## src/rtl/pipe_div_unit.sv

```systemverilog
// Radix-2 restoring divider for DIV/DIVU: one quotient bit per clock, 32 CALC cycles.
// Remainder feeds HI and quotient feeds LO; busy stalls the ID stage while CALC runs.
module pipe_div_unit #(
    parameter int unsigned WIDTH = 32,
    parameter int unsigned CNT_W = 6
) (
    input  logic             clk,
    input  logic             rst,
    input  logic             start,
    input  logic             sign,
    input  logic             flush,
    input  logic [WIDTH-1:0] dividend,
    input  logic [WIDTH-1:0] divisor,
    output logic             busy,
    output logic             done,
    output logic [WIDTH-1:0] q,
    output logic [WIDTH-1:0] r,
    output logic [CNT_W-1:0] counter
);

    localparam logic [CNT_W-1:0] LAST_ITER = CNT_W'(WIDTH - 1);

    typedef enum logic [1:0] {
        IDLE = 2'd0,
        CALC = 2'd1,
        DONE = 2'd2
    } state_t;

    state_t           state;
    logic [WIDTH-1:0] rem;
    logic [WIDTH-1:0] quo;
    logic [WIDTH-1:0] dvs;
    logic             neg_q;
    logic             neg_r;
    logic             div_zero;

    logic [WIDTH:0]   trial;
    logic [WIDTH-1:0] rem_next;
    logic [WIDTH-1:0] quo_next;
    logic [WIDTH-1:0] dividend_mag;
    logic [WIDTH-1:0] divisor_mag;
    logic [WIDTH-1:0] q_final;
    logic [WIDTH-1:0] r_final;

    // Operand magnitudes; 0x80000000 maps onto itself and is read as unsigned.
    always_comb begin
        dividend_mag = (sign && dividend[WIDTH-1]) ? WIDTH'(0) - dividend : dividend;
        divisor_mag  = (sign && divisor[WIDTH-1])  ? WIDTH'(0) - divisor  : divisor;
    end

    // One restoring step: shift {rem, quo} left, trial-subtract, MSB of trial is the borrow.
    always_comb begin
        trial    = {rem, quo[WIDTH-1]} - {1'b0, dvs};
        quo_next = {quo[WIDTH-2:0], ~trial[WIDTH]};
        rem_next = trial[WIDTH] ? {rem[WIDTH-2:0], quo[WIDTH-1]} : trial[WIDTH-1:0];
    end

    // Sign fixup; a zero divisor forces all-ones quotient, and the remainder
    // then naturally restores the original dividend.
    always_comb begin
        q_final = neg_q ? WIDTH'(0) - quo_next : quo_next;
        r_final = neg_r ? WIDTH'(0) - rem_next : rem_next;
        if (div_zero) begin
            q_final = '1;
        end
    end

    always_ff @(posedge clk or negedge rst) begin
        if (!rst) begin
            state    <= IDLE;
            busy     <= 1'b0;
            done     <= 1'b0;
            q        <= '0;
            r        <= '0;
            counter  <= '0;
            rem      <= '0;
            quo      <= '0;
            dvs      <= '0;
            neg_q    <= 1'b0;
            neg_r    <= 1'b0;
            div_zero <= 1'b0;
        end else begin
            case (state)
                IDLE: begin
                    done <= 1'b0;
                    if (start && !flush) begin
                        state    <= CALC;
                        busy     <= 1'b1;
                        counter  <= '0;
                        rem      <= '0;
                        quo      <= dividend_mag;
                        dvs      <= divisor_mag;
                        neg_q    <= sign && (dividend[WIDTH-1] ^ divisor[WIDTH-1]);
                        neg_r    <= sign && dividend[WIDTH-1];
                        div_zero <= (divisor == '0);
                    end
                end
                CALC: begin
                    if (flush) begin
                        state <= IDLE;
                        busy  <= 1'b0;
                    end else begin
                        rem     <= rem_next;
                        quo     <= quo_next;
                        counter <= counter + CNT_W'(1);
                        if (counter == LAST_ITER) begin
                            state <= DONE;
                            busy  <= 1'b0;
                            done  <= 1'b1;
                            q     <= q_final;
                            r     <= r_final;
                        end
                    end
                end
                DONE: begin
                    // Results are already committed, so flush and start are ignored here.
                    state <= IDLE;
                    done  <= 1'b0;
                end
                default: begin
                    state <= IDLE;
                    busy  <= 1'b0;
                    done  <= 1'b0;
                end
            endcase
        end
    end

endmodule

```

## config.mk

```make
export PLATFORM = sky130hd
export DESIGN_NAME = pipe_div_unit
export DESIGN_NICKNAME = d
export VERILOG_FILES = /design/src/rtl/pipe_div_unit.sv
export SDC_FILE = /design/constraint.sdc
export NUM_CORES = 1
export LEC_CHECK = 0
export BUFFER_PORTS_ARGS = -buffer_cell sky130_fd_sc_hd__buf_4
export CAP_MARGIN = 15
export CORE_MARGIN = 3
export CORE_UTILIZATION = 51
export DETAILED_ROUTE_END_ITERATION = 10
export PLACE_DENSITY = 0.8
export SETUP_SLACK_MARGIN = 0.1
export SYNTH_ARGS = -nofsm -noshare
export SYNTH_HDL_FRONTEND = slang
export SYNTH_SLANG_ARGS = --single-unit
```

## constraint.sdc

```tcl
create_clock -name clk -period 9 [get_ports clk]
set_input_delay 0.45 -clock clk [delete_from_list [all_inputs] [get_ports clk]]
set_output_delay 0.45 -clock clk [all_outputs]
set_load 0.02 [all_outputs]
```

Word level (Yosys, flattened, before mapping)

Cells that the tools add are included.

Add/subtract/negate cells: 6
Equality and inequality tests: 7
Multiplexer cells: 26
Bitwise logic cells: 4
Reductions and logical operators: 14

Operator list:

| cell                    | count |
|---|---|
| $mux W32                | 10 |
| $pmux W32 S2            | 2 |
| $sub A1 B32 Y32 const A | 4 |
| $sub A33 B32 Y33        | 1 |
| $logic_not A32 Y1       | 1 |
| $mux W6                 | 2 |
| $pmux W6 S2             | 1 |
| $reduce_and A3 Y1       | 3 |
| $add A6 B1 Y6 const B   | 1 |
| $eq A6 B5 Y1 const B    | 1 |
| $mux W1                 | 6 |
| $mux W2                 | 3 |
| $ne A2 B2 Y1 const B    | 3 |
| $reduce_and A2 Y1       | 3 |
| $logic_and A1 B1 Y1     | 4 |
| $pmux W2 S2             | 1 |
| $ne A3 B3 Y1 const B    | 1 |
| $not A1 Y1              | 3 |
| $pmux W1 S3             | 1 |
| $eq A2 B1 Y1 const B    | 1 |
| $eq A2 B2 Y1 const B    | 1 |
| $logic_not A2 Y1        | 1 |
| $reduce_bool A2 Y1      | 1 |
| $logic_not A1 Y1        | 1 |
| $xor A1 B1 Y1           | 1 |

Register bits: 173
Bits of input ports: 69
Word-level logic and storage cells: 69

Longest topological paths before layout

Gate-level depths: netlist (run 1).

Word-level depth: 5
Depth in mapped cells: 22

Worst setup path before layout (run 1)

Ideal clock, no wire load.

Kind: reg2reg
Start point: register quo[31]
End point: register q[30]
Library setup time: 142 ps
Arrival time: 4,480 ps
Slack: 4,377 ps
Cell stages (with the launch flop): 23
Buffers on the path: 3
Clock period less this slack: 4,623 ps
Cell sequence: dfrtp_1 -> inv_1 -> ha_1 -> fa_1 -> nand2b_1 -> a21oi_1 -> o21a_1 -> o211a_1 -> o31a_4 -> nor2_8 -> inv_2 -> buf_2 -> buf_1 -> clkbuf_1 -> ha_1 -> nand2b_1 -> or3_1 -> o41ai_2 -> nand2_1 -> a21oi_1 -> nand3_1 -> xnor2_1 -> a21oi_1

Word-level cells in the longest chain between the ends: 5

Ends and longest elaborated chain:

| element                | line | text |
|---|---|---|
| start, declared        | 31   | `logic [WIDTH-1:0] quo;` |
| start signal, assigned | 91   | `quo <= dividend_mag;` |
| start signal, assigned | 104  | `quo <= quo_next;` |
| $sub A33 B32 Y33       | 53   | `trial = {rem, quo[WIDTH-1]} - {1'b0, dvs};` |
| $not A1 Y1             | 54   | `quo_next = {quo[WIDTH-2:0], ~trial[WIDTH]};` |
| $sub A1 B32 Y32        | 61   | `q_final = neg_q ? WIDTH'(0) - quo_next : quo_next;` |
| $mux W32               | 61   |  |
| $mux W32               | 63   | `if (div_zero) begin` |
| end signal, assigned   | 110  | `q <= q_final;` |
| end, declared          | 16   | `output logic [WIDTH-1:0] q,` |

No other way between the ends.
A chain may end at the register's enable or synchronous reset.

Final worst setup path (run 1)

Start point: register quo[31]
End point: register r[30]

Word-level cells in the longest chain between the ends: 4

Ends and longest elaborated chain:

| element              | line | text |
|---|---|---|
| $sub A33 B32 Y33     | 53   |  |
| $mux W32 (*)         | 55   | `rem_next = trial[WIDTH] ? {rem[WIDTH-2:0], quo[WIDTH-1]} : trial[WIDTH-1:0];` |
| $sub A1 B32 Y32      | 62   | `r_final = neg_r ? WIDTH'(0) - rem_next : rem_next;` |
| $mux W32 (*)         | 62   |  |
| end signal, assigned | 111  | `r <= r_final;` |
| end, declared        | 17   | `output logic [WIDTH-1:0] r,` |

Every way passes the cells marked *; elsewhere a longest branch is shown, timed or not.

==> results by group, run 1 <==
Outcome
  • Outcome: finished clean

Critical path
  • Worst Path Max Fanout: 31
  • Arrival time at the worst endpoint: 5.63 ns
  • CP Capture Type: flip-flop
  • Flop2flop setup slack: 3.67 ns
  • Type of origin of the critical path: flip-flop
  • Reg2reg start: quo[31]
  • Req. time, crit path: 9.30 ns
  • Critical path type: flip-flop to flip-flop
  • Reg2reg end: r[30]
  • R2R depth: 17

Place
  • Post-place instance area: 0.0132 mm2
  • Port bufs: 140
  • Hpwl dp: 27.1 mm
  • GPL Wtd Cong: 0.991
  • Post-Place Setup Slack: 3.80 ns

Routing
  • ANT nets after route: 0
  • Vias: 11.4k
  • WL final: 35.1 mm
  • # DRC: 0
  • Via/cell ratio: 5.99
  • Drt first pass iters: 5
  • Initial DRC count: 1257
  • Post-DR wirelength/cell: 18.4 um

Timing
  • Worst Skew: 0.0114 ns
  • Final slew viol count: 0
  • Final period util: 59.2%
  • Min Clock Period, post-route: 5.33 ns
  • # setup viols final: 0
  • Final Hold Viols: 0
  • Worst slew margin: 34.0%
  • Worst-margin pin slew: 0.991 ns
  • Fmax: 188 MHz
  • RSZ-0062 raised after global routing: no
  • Setup WS post-layout: 3.67 ns
  • Setup TNS: 0 ns

Hold path
  • Worst Hold Path EP: div_zero
  • Worst Hold Class: input port to flip-flop
  • Worst Hold Depth: 2
  • HP Start: divisor[31]

Die
  • Die Footprint: 0.0252 mm2
  • Die W: 159 um
  • Die Y: 159 um
  • Core Box Area: 0.0228 mm2
  • Starting Density: 52.2%
  • IO Pins: 141
  • Rows: 55

Clock tree
  • Root buffer cell: clkbuf_16
  • CTS buffer count: 17
  • Skew-Pair Late Insertion Delay: 0.43 ns
  • CTS HTree Levels: 4
  • Clock-pin slew on the worst setup and hold paths: 0.07 ns
  • CTS tree: yes
  • Max clock buf depth: 2
  • Post-CTS setup buffer count: 0
  • CTS sink count: 173

Yosys
  • Synth async-reset ratio: 100%
  • Synth warnings: 0
  • Main synth FF type: dfrtp_1
  • Yosys cell types: 75
  • Seq cells post-synth: 173
  • Syn Nets: 1585
  • Mapped Cells: 1478
  • EDFF count, synth: 0
  • Seq/Total Area, Yosys: 36.4%
  • Syn Area/Cell: 8.05 um2
  • Synthesized cell area: 0.0119 mm2

Global route
  • Initial antenna violation count: 0
  • Vias in the first global route: 10.3k
  • First-pass GRT wire length: 55.7 mm
  • GRT Util Overall: 27.1%
  • Largest net degree at the start of global routing: 86
  • Grt ovf: 0

Finish
  • Share of post-route cells with drive strength above 1: 13.2%
  • Diode count: 0
  • Final core utilization: 60.4%
  • Finished layout cell area: 0.0138 mm2
  • NumNets Final: 1688
  • Layout area overhead: 15.7%

Power and ir drop
  • PD cells: 302 mW/mm2
  • Lkg Pwr: 6.18 nW
  • Peak supply drop: 0.000191 V

Job
  • # Max-Cap Violations: 0
worst max path at each step:
| stage | endpoint | start | slack, ns |
|---|---|---|---|
| after global placement | r[24] | quo[31] | 3.97 |
| after floorplan | q[30] | quo[31] | 4.38 |
| after CTS | r[30] | quo[31] | 3.77 |
| final | r[30] | quo[31] | 3.67 |
| after detailed placement | r[30] | quo[31] | 3.80 |
| after global routing | r[28] | quo[31] | 3.34 |
worst max-delay path, stage by stage, from the launching register on:
cell	delay, ns
dfrtp_1	0.41
inv_1	0.07
ha_1	0.22
fa_1	0.40
nand2b_1	0.18
a21oi_1	0.42
o21a_1	0.25
o211ai_1	0.11
and3_4	0.28
nor2_8	0.41
inv_2	0.37
a21oi_1	0.36
ha_1	0.24
nand3_1	0.17
nor4_1	0.63
nand2_1	0.18
a222oi_1	0.34
nand3_1	0.12
synthesized netlist by cell type (8+ instances only):
master / count / area, um2
clkbuf_1: 57 / 214
or4_1: 13 / 97.6
a21oi_1: 120 / 601
nand2b_1: 17 / 106
mux2i_1: 20 / 200
a31oi_1: 12 / 75.1
nand3_1: 23 / 115
o31ai_1: 26 / 195
ha_1: 37 / 463
o41ai_1: 10 / 87.6
xnor2_1: 67 / 587
o21ai_0: 190 / 951
a21o_1: 9 / 67.6
buf_2: 8 / 40.0
xor2_1: 69 / 604
or3_1: 25 / 156
nor3_1: 20 / 100
nand2_1: 221 / 830
and2_1: 13 / 81.3
nor2_1: 130 / 488
inv_1: 53 / 199
dfrtp_1: 173 / 4330
o21a_1: 10 / 75.1
nor4_1: 14 / 87.6
o211ai_1: 8 / 60.1
nand4_1: 16 / 100
cells in the final DEF, fill, tap and decap left out, types with 4 or more instances in the layout:
| master | instances |
|---|---|
| o31ai_1 | 26 |
| xnor2_1 | 67 |
| a22oi_1 | 4 |
| o31a_1 | 4 |
| xor2_1 | 69 |
| o41ai_1 | 10 |
| nor4_1 | 14 |
| nand3_1 | 23 |
| o21ai_1 | 4 |
| or4_1 | 13 |
| or3_1 | 25 |
| or2_2 | 7 |
| nand2_1 | 221 |
| a211oi_1 | 7 |
| dfrtp_1 | 173 |
| nand2b_1 | 17 |
| buf_4 | 151 |
| a2111oi_0 | 4 |
| nand4_1 | 16 |
| inv_1 | 53 |
| o22a_1 | 6 |
| a31oi_1 | 12 |
| and2_1 | 13 |
| a22o_1 | 4 |
| mux2i_1 | 20 |
| and3_1 | 5 |
| a21o_1 | 9 |
| o211ai_1 | 8 |
| mux2_2 | 5 |
| o21ai_0 | 190 |
| ha_1 | 37 |
| a21oi_1 | 120 |
| clkbuf_16 | 17 |
| o22ai_1 | 7 |
| nor3_1 | 20 |
| nor2_1 | 129 |
| a41oi_1 | 5 |
| o21a_1 | 10 |
per-stage QoR:
step / hold slack [ns] / std cells / power [mW]
after detailed placement: 0.391 / 1874 / 3.38
after floorplan: 0.154 / 1478 / 2.74
after CTS: 0.231 / 1906 / 4.10
after global routing: 0.254 / 1906 / 4.43
final: 0.240 / 1906 / 4.16
after global placement: 0.391 / 1873 / 3.34
layout make-up:
cell class / instances / area, um2
multi-input cells: 1181 / 7120
clock buffers: 19 / 443
well taps: 313 / 392
clock inverters: 12 / 114
fillers: 2026 / 9020
flip-flops and latches: 173 / 4330
repair buffers: 154 / 1170
inverters: 54 / 203
power by group:
| part | leakage [nW] | total [mW] | internal, mW | switching (mW) |
|---|---|---|---|---|
| combinational | 3.62 | 2.35 | 0.855 | 1.50 |
| sequential | 2.30 | 1.08 | 0.900 | 0.183 |
| clock | 0.268 | 0.720 | 0.390 | 0.330 |
metal layers:
layer	wire length (um)	global-route usage [%]	share of wire, %
met5	0	0	0
met4	451	5.37	1.3
met3	3040	5.27	8.6
met2	14500	38.3	41
met1	17100	43.0	49
cells by family (layout without fill, tap and decap cells):
| group | Yosys count | after routing | share of synthesized area (%) |
|---|---|---|---|
| XOR/XNOR | 136 | 136 | 10.0 |
| multiplexers | 25 | 25 | 2.16 |
| AND/OR/NAND/NOR | 528 | 528 | 20.7 |
| AO/OA/AOI/OAI | 454 | 454 | 22.7 |
| flip-flops | 173 | 173 | 36.4 |
| adder cells (fa/ha/maj) | 38 | 38 | 4.06 |
| buffers and inverters | 124 | 239 | 4.00 |
sequential cells by signal, indices dropped and copies added, names as in the netlist, 2 cells and up:
| register | count |
|---|---|
| quo | 32 |
| rem | 32 |
| counter | 6 |
| state | 2 |
| dvs | 32 |
| r | 32 |
| q | 32 |
timing repair:
item,in CTS,in global routing
gates resized for setup,0,0
endpoints found under the hold margin,42,0
hold buffers,1,0
No activity file was read; power rests on OpenSTA's default activity.
==> run 2, diff against run 1 <==
- PLACE_DENSITY: 0.8 -> 0.83
- clock period: 9 -> 4.35 ns (I/O delays scaled with it)
==> run 2 against run 1 <==
Combinational power up 140%. Routed wire length up 5.6%. Die area unchanged.
==> results by group, run 2 (same netlist as run 1, synthesis figures left out) <==
Power and ir drop
  • Peak supply drop: 0.000373 V
  • PD cells: 665 mW/mm2
  • Lkg Pwr: 6.39 nW
  • Power, Total: 9.48 mW

Finish
  • Share of post-route cells with drive strength above 1: 16.5%
  • Diode count: 0
  • Area occupied by registers: 0.00433 mm2
  • Fillers: 1950
  • NumNets Final: 1725
  • Multi-input gate area: 0.00725 mm2
  • Commonest non-fill, non-tap cells in the layout: 219 x nand2_1, 189 x o21ai_0, 188 x buf_4
  • Layout area overhead: 19.7%
  • Commonest non-fill, non-tap cell in the layout: nand2_1

Timing
  • Setup TNS: 0 ns
  • Min Clock Period, post-route: 4.14 ns
  • Final slew viol count: 0
  • Final Hold Viols: 0
  • Final period util: 95.2%
  • RSZ-0062 raised after global routing: yes
  • Worst Skew: 0.00907 ns
  • # setup viols final: 0
  • Setup WS post-layout: 0.211 ns
  • Fmax: 242 MHz
  • Worst-margin pin slew: 1.02 ns
  • Worst slew margin: 31.9%

Routing
  • Vias: 11.8k
  • Via/cell ratio: 6.07
  • WL final: 37.1 mm
  • ANT nets after route: 0
  • Drt first pass iters: 6
  • Post-DR wirelength/cell: 19.1 um
  • # DRC: 0
  • Initial DRC count: 1305

Critical path
  • CP Capture Type: flip-flop
  • Arrival time at the worst endpoint: 4.51 ns
  • Req. time, crit path: 4.72 ns
  • Type of origin of the critical path: flip-flop
  • Worst Path Max Fanout: 12
  • Reg2reg start: rem[10]
  • Worst setup path startpoint: rem[10]
  • Critical path type: flip-flop to flip-flop

Clock tree
  • CTS tree: yes
  • Skew-Pair Late Insertion Delay: 0.44 ns
  • CTS sink count: 173
  • CTS HTree Levels: 4
  • Max clock buf depth: 2
  • Clock-pin slew on the worst setup and hold paths: 0.07 ns
  • CTS buffer count: 17
  • Root buffer cell: clkbuf_16

Die
  • IO Pins: 141
  • Rows: 55
  • Die W: 159 um
  • Core Box Area: 0.0228 mm2
  • Starting Density: 52.2%
  • Die Footprint: 0.0252 mm2
  • Die Y: 159 um

Place
  • Post-Place Setup Slack: 0.177 ns
  • GPL Wtd Cong: 1.03
  • Port bufs: 140
  • Hpwl dp: 28.2 mm

Global route
  • Grt ovf: 0
  • First-pass GRT wire length: 58.0 mm
  • Vias in the first global route: 10.8k
  • GRT Util Overall: 28.2%
  • Largest net degree at the start of global routing: 88
  • Initial antenna violation count: 0

Hold path
  • HP Start: divisor[31]
  • Worst Hold Class: input port to flip-flop

Outcome
  • Outcome: finished clean

Job
  • # Max-Cap Violations: 0
## run 2: cell types whose count changed in the layout (fill, tap and decap cells not counted), moves of 3 or more
cell       delta
ha_1          -7
clkinv_2      -3
bufinv_16     +4
a21oi_2       +6
ha_2          +6
buf_4        +37
a21oi_1       -6
## run 2: what timing repair did
action	4_1_cts	5_1_grt
endpoints found under the setup margin	0	25
hold endpoints to repair	85	0
hold buffers	1	0
buffers inserted	0	9
gates resized for setup	0	26
## run 2: worst paths after layout
check / endpoint / slack, ns / depth (start not counted)
min reg2reg: q[25] / 0.48 / 2
min: div_zero / 0.02 / 2
max: r[30] / 0.21 / 14
max in group asynchronous: quo[5] / 2.81 / 3
max reg2reg: r[30] / 0.21 / 14
min in group asynchronous: r[7] / 0.40 / 2
## run 2: per-layer routing
layer	GRT usage [%]	part of all wire, %	vias up	routed length [um]
met1	43.2	46	5642	16900
met5	0	0	-	0
li1	-	-	5526	-
met3	6.08	10	45	3700
met2	41.2	43	567	16000
met4	5.33	1.2	0	447
## run 2: stage by stage
stage / instances / util (%) / area, um2 / hold slack [ns]
4_1_cts: 1932 / 61.8 / 14100 / 0.0116
2_1_floorplan: 1478 / - / 11900 / -0.0781
6_report: 1942 / 62.5 / 14200 / 0.0170
5_1_grt: 1942 / 62.5 / 14200 / 0.0326
3_5_place_dp: 1901 / 58.9 / 13400 / 0.331
3_3_place_gp: 1901 / 58.9 / 13400 / 0.320
## run 2: layout make-up
| type | instances | share of cell area [%] |
|---|---|---|
| timing repair buffer | 190 | 10.1 |
| clock inverter | 9 | 1.30 |
| clock buffer | 21 | 3.16 |
| tap | 313 | 2.75 |
| sequential | 173 | 30.4 |
| inverter | 54 | 1.46 |
| multi-input combinational | 1182 | 50.9 |
## run 2: power breakdown
part           leakage [nW]  switching, mW  internal [mW]
sequential             2.30          0.386           1.86
clock                 0.302          0.666           1.04
combinational          3.79           3.38           2.15
## run 2: worst max-delay path: stages (launching register included)
cell	delay, ns
dfrtp_1	0.41
ha_1	0.41
a21oi_1	0.22
o21ai_1	0.14
a21o_1	0.22
o211a_1	0.27
o31a_4	0.43
nor2_8	0.17
inv_6	0.08
buf_4	0.19
mux2_2	0.29
nand3_1	0.15
or4b_1	0.61
or3_1	0.40
nand3_1	0.07
